**src/rtl/shift_sequencer.sv**
```systemverilog
// Multi-bit shift controller: applies one single-bit SLL/SRL/SRA per clock
// up to a clamped distance, then pulses DONE with the result and last carry.
module shift_sequencer #(
    parameter int WIDTH = 8,
    parameter int CNTW  = 4
) (
    input  logic             clk,
    input  logic             reset,
    input  logic             START,
    input  logic [WIDTH-1:0] A,
    input  logic [CNTW-1:0]  N,
    input  logic             LA,
    input  logic             LR,
    output logic [WIDTH-1:0] Y,
    output logic             C,
    output logic             BUSY,
    output logic             DONE,
    output logic [1:0]       dbg_state
);

    // Handshake: START is a request sampled only while not BUSY (IDLE or DONE);
    // it is accepted at that rising edge. DONE is a one-cycle pulse marking that
    // Y/C carry a fresh result; START during BUSY is dropped, never queued.

    localparam logic [1:0] S_IDLE  = 2'd0;
    localparam logic [1:0] S_SHIFT = 2'd1;
    localparam logic [1:0] S_DONE  = 2'd2;

    localparam logic [CNTW-1:0] MAX_N = CNTW'(WIDTH);

    logic [1:0]       state;
    logic [WIDTH-1:0] w;
    logic [CNTW-1:0]  k;
    logic             la_r;
    logic             lr_r;

    logic [CNTW-1:0]  n_cl;
    logic [WIDTH-1:0] w_next;
    logic             carry;
    logic             accept;

    assign n_cl   = (N > MAX_N) ? MAX_N : N;
    assign accept = START && (state == S_IDLE || state == S_DONE);

    // Single-bit shifter, bit-exact with the shared datapath shifter.
    always_comb begin
        w_next = w;
        carry  = 1'b0;
        if (!lr_r) begin
            w_next = {w[WIDTH-2:0], 1'b0};
            carry  = w[WIDTH-1];
        end else if (la_r) begin
            w_next = {w[WIDTH-1], w[WIDTH-1:1]};
            carry  = w[0];
        end else begin
            w_next = {1'b0, w[WIDTH-1:1]};
            carry  = w[0];
        end
    end

    always_ff @(posedge clk or posedge reset) begin
        if (reset) begin
            state <= S_IDLE;
            w     <= '0;
            k     <= '0;
            la_r  <= 1'b0;
            lr_r  <= 1'b0;
            Y     <= '0;
            C     <= 1'b0;
        end else begin
            case (state)
                S_IDLE, S_DONE: begin
                    if (accept) begin
                        w    <= A;
                        k    <= n_cl;
                        la_r <= LA;
                        lr_r <= LR;
                        if (n_cl == '0) begin
                            Y     <= A;
                            C     <= 1'b0;
                            state <= S_DONE;
                        end else begin
                            state <= S_SHIFT;
                        end
                    end else begin
                        state <= S_IDLE;
                    end
                end
                S_SHIFT: begin
                    w <= w_next;
                    k <= k - 1'b1;
                    // Final step loads the result registers on the same edge.
                    if (k == CNTW'(1)) begin
                        Y     <= w_next;
                        C     <= carry;
                        state <= S_DONE;
                    end
                end
                default: state <= S_IDLE;
            endcase
        end
    end

    assign BUSY      = (state == S_SHIFT);
    assign DONE      = (state == S_DONE);
    assign dbg_state = state;

endmodule

```
**config.mk**
```make
export PLATFORM = sky130hd
export DESIGN_NAME = shift_sequencer
export DESIGN_NICKNAME = d
export VERILOG_FILES = /design/src/rtl/shift_sequencer.sv
export SDC_FILE = /design/constraint.sdc
export NUM_CORES = 1
export LEC_CHECK = 0
export ABC_CLOCK_PERIOD_IN_PS = 3100
export CAP_MARGIN = 5
export CORE_ASPECT_RATIO = 1.75
export CORE_UTILIZATION = 53
export DETAILED_ROUTE_END_ITERATION = 7
export GPL_ROUTABILITY_DRIVEN = 0
export GPL_TIMING_DRIVEN = 0
export PLACE_DENSITY = 0.92
export SKIP_LAST_GASP = 1
export SYNTH_ARGS = -nofsm -noshare
export SYNTH_HDL_FRONTEND = slang
export SYNTH_SLANG_ARGS = --single-unit
```
**constraint.sdc**
```tcl
create_clock -name clk -period 3.1 [get_ports clk]
set_input_delay 0.31 -clock clk [delete_from_list [all_inputs] [get_ports clk]]
set_output_delay 0.31 -clock clk [all_outputs]
set_load 0.05 [all_outputs]
```
==> results summary <==
The adder-cell area share of the yosys netlist is 1.85%. By area the synthesized netlist is led by sky130_fd_sc_hd__dfrtp_1, sky130_fd_sc_hd__mux2_2, sky130_fd_sc_hd__mux2i_1. The run finished with clean final reports.

Of the available clock period, the critical path in the final layout requires between 70 and 80%. The transition time of the tightest slew-check pin is 0.919 ns. The total count of hold-check failures in the final report came to 0. The maximum root-to-sink buffer count is 2.

The detailed-route wire length per cell came out at between 15 and 20 um. The post-synthesis share of cell area spent on and, or, nand and nor gates is between 10% and 20%. The length of routed met3 wiring is 108 um.

The number of cells on the worst reg-to-reg path is 4. Final hold analysis gives a worst-case slack of just under 0.5 ns. The final-report setup violation count came out at 0. The routed metal-1 wirelength is around 1.1 mm. After synthesis, the largest area contributor takes up a little under half of total cell area. The number of antenna violations at the first check in global routing was 0.

The count of nets left with antenna violations after detail routing came out at 0. The starting utilization of the core area came out at 57.5%. The multiplexer share of the synthesized area is between 20 and 25%. In this run the worst hold path is classified as register to register.

The share of the synthesized netlist area taken by xor and xnor gates is 0%. The routed layout has roughly 1000 vias. Power spread over the standard cell area amounts to between 1000 and 1500 mW/mm2. The number of setup buffers added after CTS came out at 0. The starting DRC count in detailed routing came out at 26.

The x dimension of the die is 40.2 um. In this run the critical register-to-register path is launched from k[0]. The floorplan has 23 rows. Of all nets on the critical path, the largest fanout is 10. The number of gates resized after CTS was 0. From synthesis to final layout, the design area changed by 27.0%. The I/O pin count came out at 30. The final setup TNS is 0 ns. The cell count after synthesis is 116. The aggregate routed wire length came out at approximately 2.7 mm. The die covers about 0.0028 mm2. The total overflow reported by the global router is 0. The total leakage power is slightly above 0.8 nW.

Yosys printed 0 warnings. Buffers placed on the I/O ports in this run total 29. The largest vdd supply drop is roughly 750 uV. The number of slew-limit violations in the final report came out at 0. The number of nets in the layout is 169.

The number of global-route vias before repair came out at between 1000 and 1500. The synthesized area per cell is roughly 12 um2. The worst-case setup margin in the final layout is between 0.7 and 0.8 ns.

STA classifies the critical path startpoint as a register. The sequential area share after synthesis came out at roughly 46%. By area, the combinational part of the netlist is dominated by multiplexers. The share of the synthesized area in compound gates (AO/OA/AOI/OAI) came out at 9.78%.

The sink count of the clock tree is 25. The largest net degree at the start of global routing is 26. The die span in y came out at 68.9 um. The number of hold buffers added after cts came out at 0.

The worst hold path endpoint is la_r. In this run the clock root is driven by a sky130_fd_sc_hd__clkbuf_8. In the final layout, the share of cells above drive strength 1 is approximately a fifth.

Using the TritonRoute via totals, the vias-per-cell ratio works out to approximately 5.8. After synthesis the cells add up to 0.00136 mm2. The instance count along the most critical hold path came out at 2. The number of antenna diodes in the final layout is 0. The first detailed-routing pass took 4 iterations. Headroom to the max-slew limit came out at roughly 39%. The overall global routing resource usage came out at ~23%.

Timing would allow up to roughly 430 MHz. Synthesis produced a netlist with a net count of between 100 and 150. Setup repair after global routing left no endpoint under its margin. The region available for standard cell placement spans between 0.002 and 0.0025 mm2. In this run the number of H-tree levels came out at 1. The number of distinct library cell variants in the gate-level netlist after synthesis is 35. The clock period minus worst slack came out at 2.30 ns.

TritonCTS built the clock tree. The most area-hungry cell type in the Yosys netlist is sky130_fd_sc_hd__dfrtp_1. The critical hold path startpoint is la_r. The worst-skew pair later-pin latency is between 0.2 and 0.3 ns.

The clock transition at the register clock pins on the worst setup and hold paths after CTS came out at 0.08 ns. The endpoint of the most critical register-to-register path is Y[5]. The tool flagged a number of max-cap violations equal to 0. After detailed routing, the met2 layer carries 1.44 mm of wire. STA classifies the critical path endpoint as an output pin. The flop-to-flop setup slack came out at around 1.4 ns. The first-pass GRT wire length came out at ~4.3 mm. The detailed router used layers up to and including met4. The flip-flop and latch count after synthesis came out at 25. The worst setup path is of the register to output pin kind. The number of design rule violations left after detail routing is 0. The data arrival time of the worst path is around 2.0 ns. For the worst setup path, the data required time is 2.79 ns. The detailed placement HPWL came out at approximately 2 mm.

The pre-CTS setup slack is between 1 and 1.5 ns. The total CTS buffers is 3. The final setup skew came out at slightly above 0.0009 ns.
cell families (layout without fill, tap and decap cells):
family / count (synthesis) / after routing
muxes: 28 / 28
adders and majority gates: 2 / 2
and+or+nand+nor: 27 / 27
DFF: 25 / 25
AOI/OAI and AO/OA: 16 / 16
buffers and inverters: 18 / 51
per-layer routing:
metal  vias to the layer above  track usage [%]
li1                        471                -
met1                       501             24.4
met2                        27             41.5
met3                         5             2.88
met4                         0             10.8
met5                         -                0
how the worst max path moves through the flow:
stage | startpoint | end | slack [ns] | cells after the start
detailed placement | dbg_state[0] | BUSY | 1.10 | 5
global route | dbg_state[0] | BUSY | 0.71 | 5
finish | dbg_state[0] | BUSY | 0.80 | 5
floorplan | dbg_state[0] | w[6] | 1.35 | 5
global placement | dbg_state[0] | BUSY | 1.10 | 5
CTS | dbg_state[0] | BUSY | 0.79 | 5
layout make-up:
class                   count  area, um2
flip-flops and latches     25        626
clock buffers               4       45.0
repair buffers             29        290
inverters                  13       56.3
plain buffers               5       51.3
multi-input cells          73        623
fillers                   175        637
well taps                  25       31.3
worst max-delay path: stages (launching register included):
cell	delay, ns
sky130_fd_sc_hd__dfrtp_1	0.46
sky130_fd_sc_hd__nand2b_1	0.10
sky130_fd_sc_hd__buf_6	0.15
sky130_fd_sc_hd__inv_8	0.08
sky130_fd_sc_hd__buf_12	0.13
sky130_fd_sc_hd__clkdlybuf4s50_1	0.80
cell usage after synthesis, drive strengths merged:
cell type,number
and2b,2
o31ai,1
o21ai,5
ha,2
o22ai,1
nor2,4
o311ai,1
nand2b,3
o2bb2ai,1
mux2i,12
a21oi,1
buf,4
nor3b,2
a22oi,1
inv,13
clkbuf,1
nor4,1
mux2,16
a221oi,1
a221o,1
o211ai,1
a32oi,1
nand2,7
a311oi,1
nor3,2
nand3,5
nor2b,1
dfrtp,25
power by group:
| group | switching, mW | leakage (nW) | total, mW | internal, mW |
|---|---|---|---|---|
| logic | 0.689 | 0.491 | 1.23 | 0.544 |
| registers | 0.119 | 0.305 | 0.608 | 0.489 |
| clock network | 0.0991 | 0.0228 | 0.191 | 0.0920 |
| total | 0.907 | 0.819 | 2.03 | 1.13 |
sequential cells by signal, indices dropped and copies added (netlist names):
name	count
C	1
Y	8
dbg_state	2
k	4
la_r	1
lr_r	1
w	8
cell usage in the layout, fill, tap and decap left out, types with 2 or more instances in the layout:
master,synthesis,layout
sky130_fd_sc_hd__mux2_4,2,2
sky130_fd_sc_hd__nand2_1,7,7
sky130_fd_sc_hd__mux2i_1,12,12
sky130_fd_sc_hd__clkbuf_8,0,3
sky130_fd_sc_hd__o21ai_0,5,5
sky130_fd_sc_hd__ha_1,2,2
sky130_fd_sc_hd__nand2b_1,3,3
sky130_fd_sc_hd__buf_6,2,2
sky130_fd_sc_hd__mux2_2,14,14
sky130_fd_sc_hd__nor3_1,2,2
sky130_fd_sc_hd__inv_1,12,12
sky130_fd_sc_hd__nor2_1,3,3
sky130_fd_sc_hd__nand3_1,5,5
sky130_fd_sc_hd__dfrtp_1,25,25
sky130_fd_sc_hd__clkdlybuf4s50_1,0,29
sky130_fd_sc_hd__clkbuf_1,1,2
stage by stage:
stage               util (%)  power [mW]  instances  cell area (um2)
finish                  73.0        2.03        174             1720
global route            73.0        2.16        174             1720
CTS                     73.0        2.04        174             1720
detailed placement      71.1        1.85        170             1680
global placement        71.1        1.80        170             1680
floorplan                  -        1.52        116             1360
(Power assumes the default switching activity.)
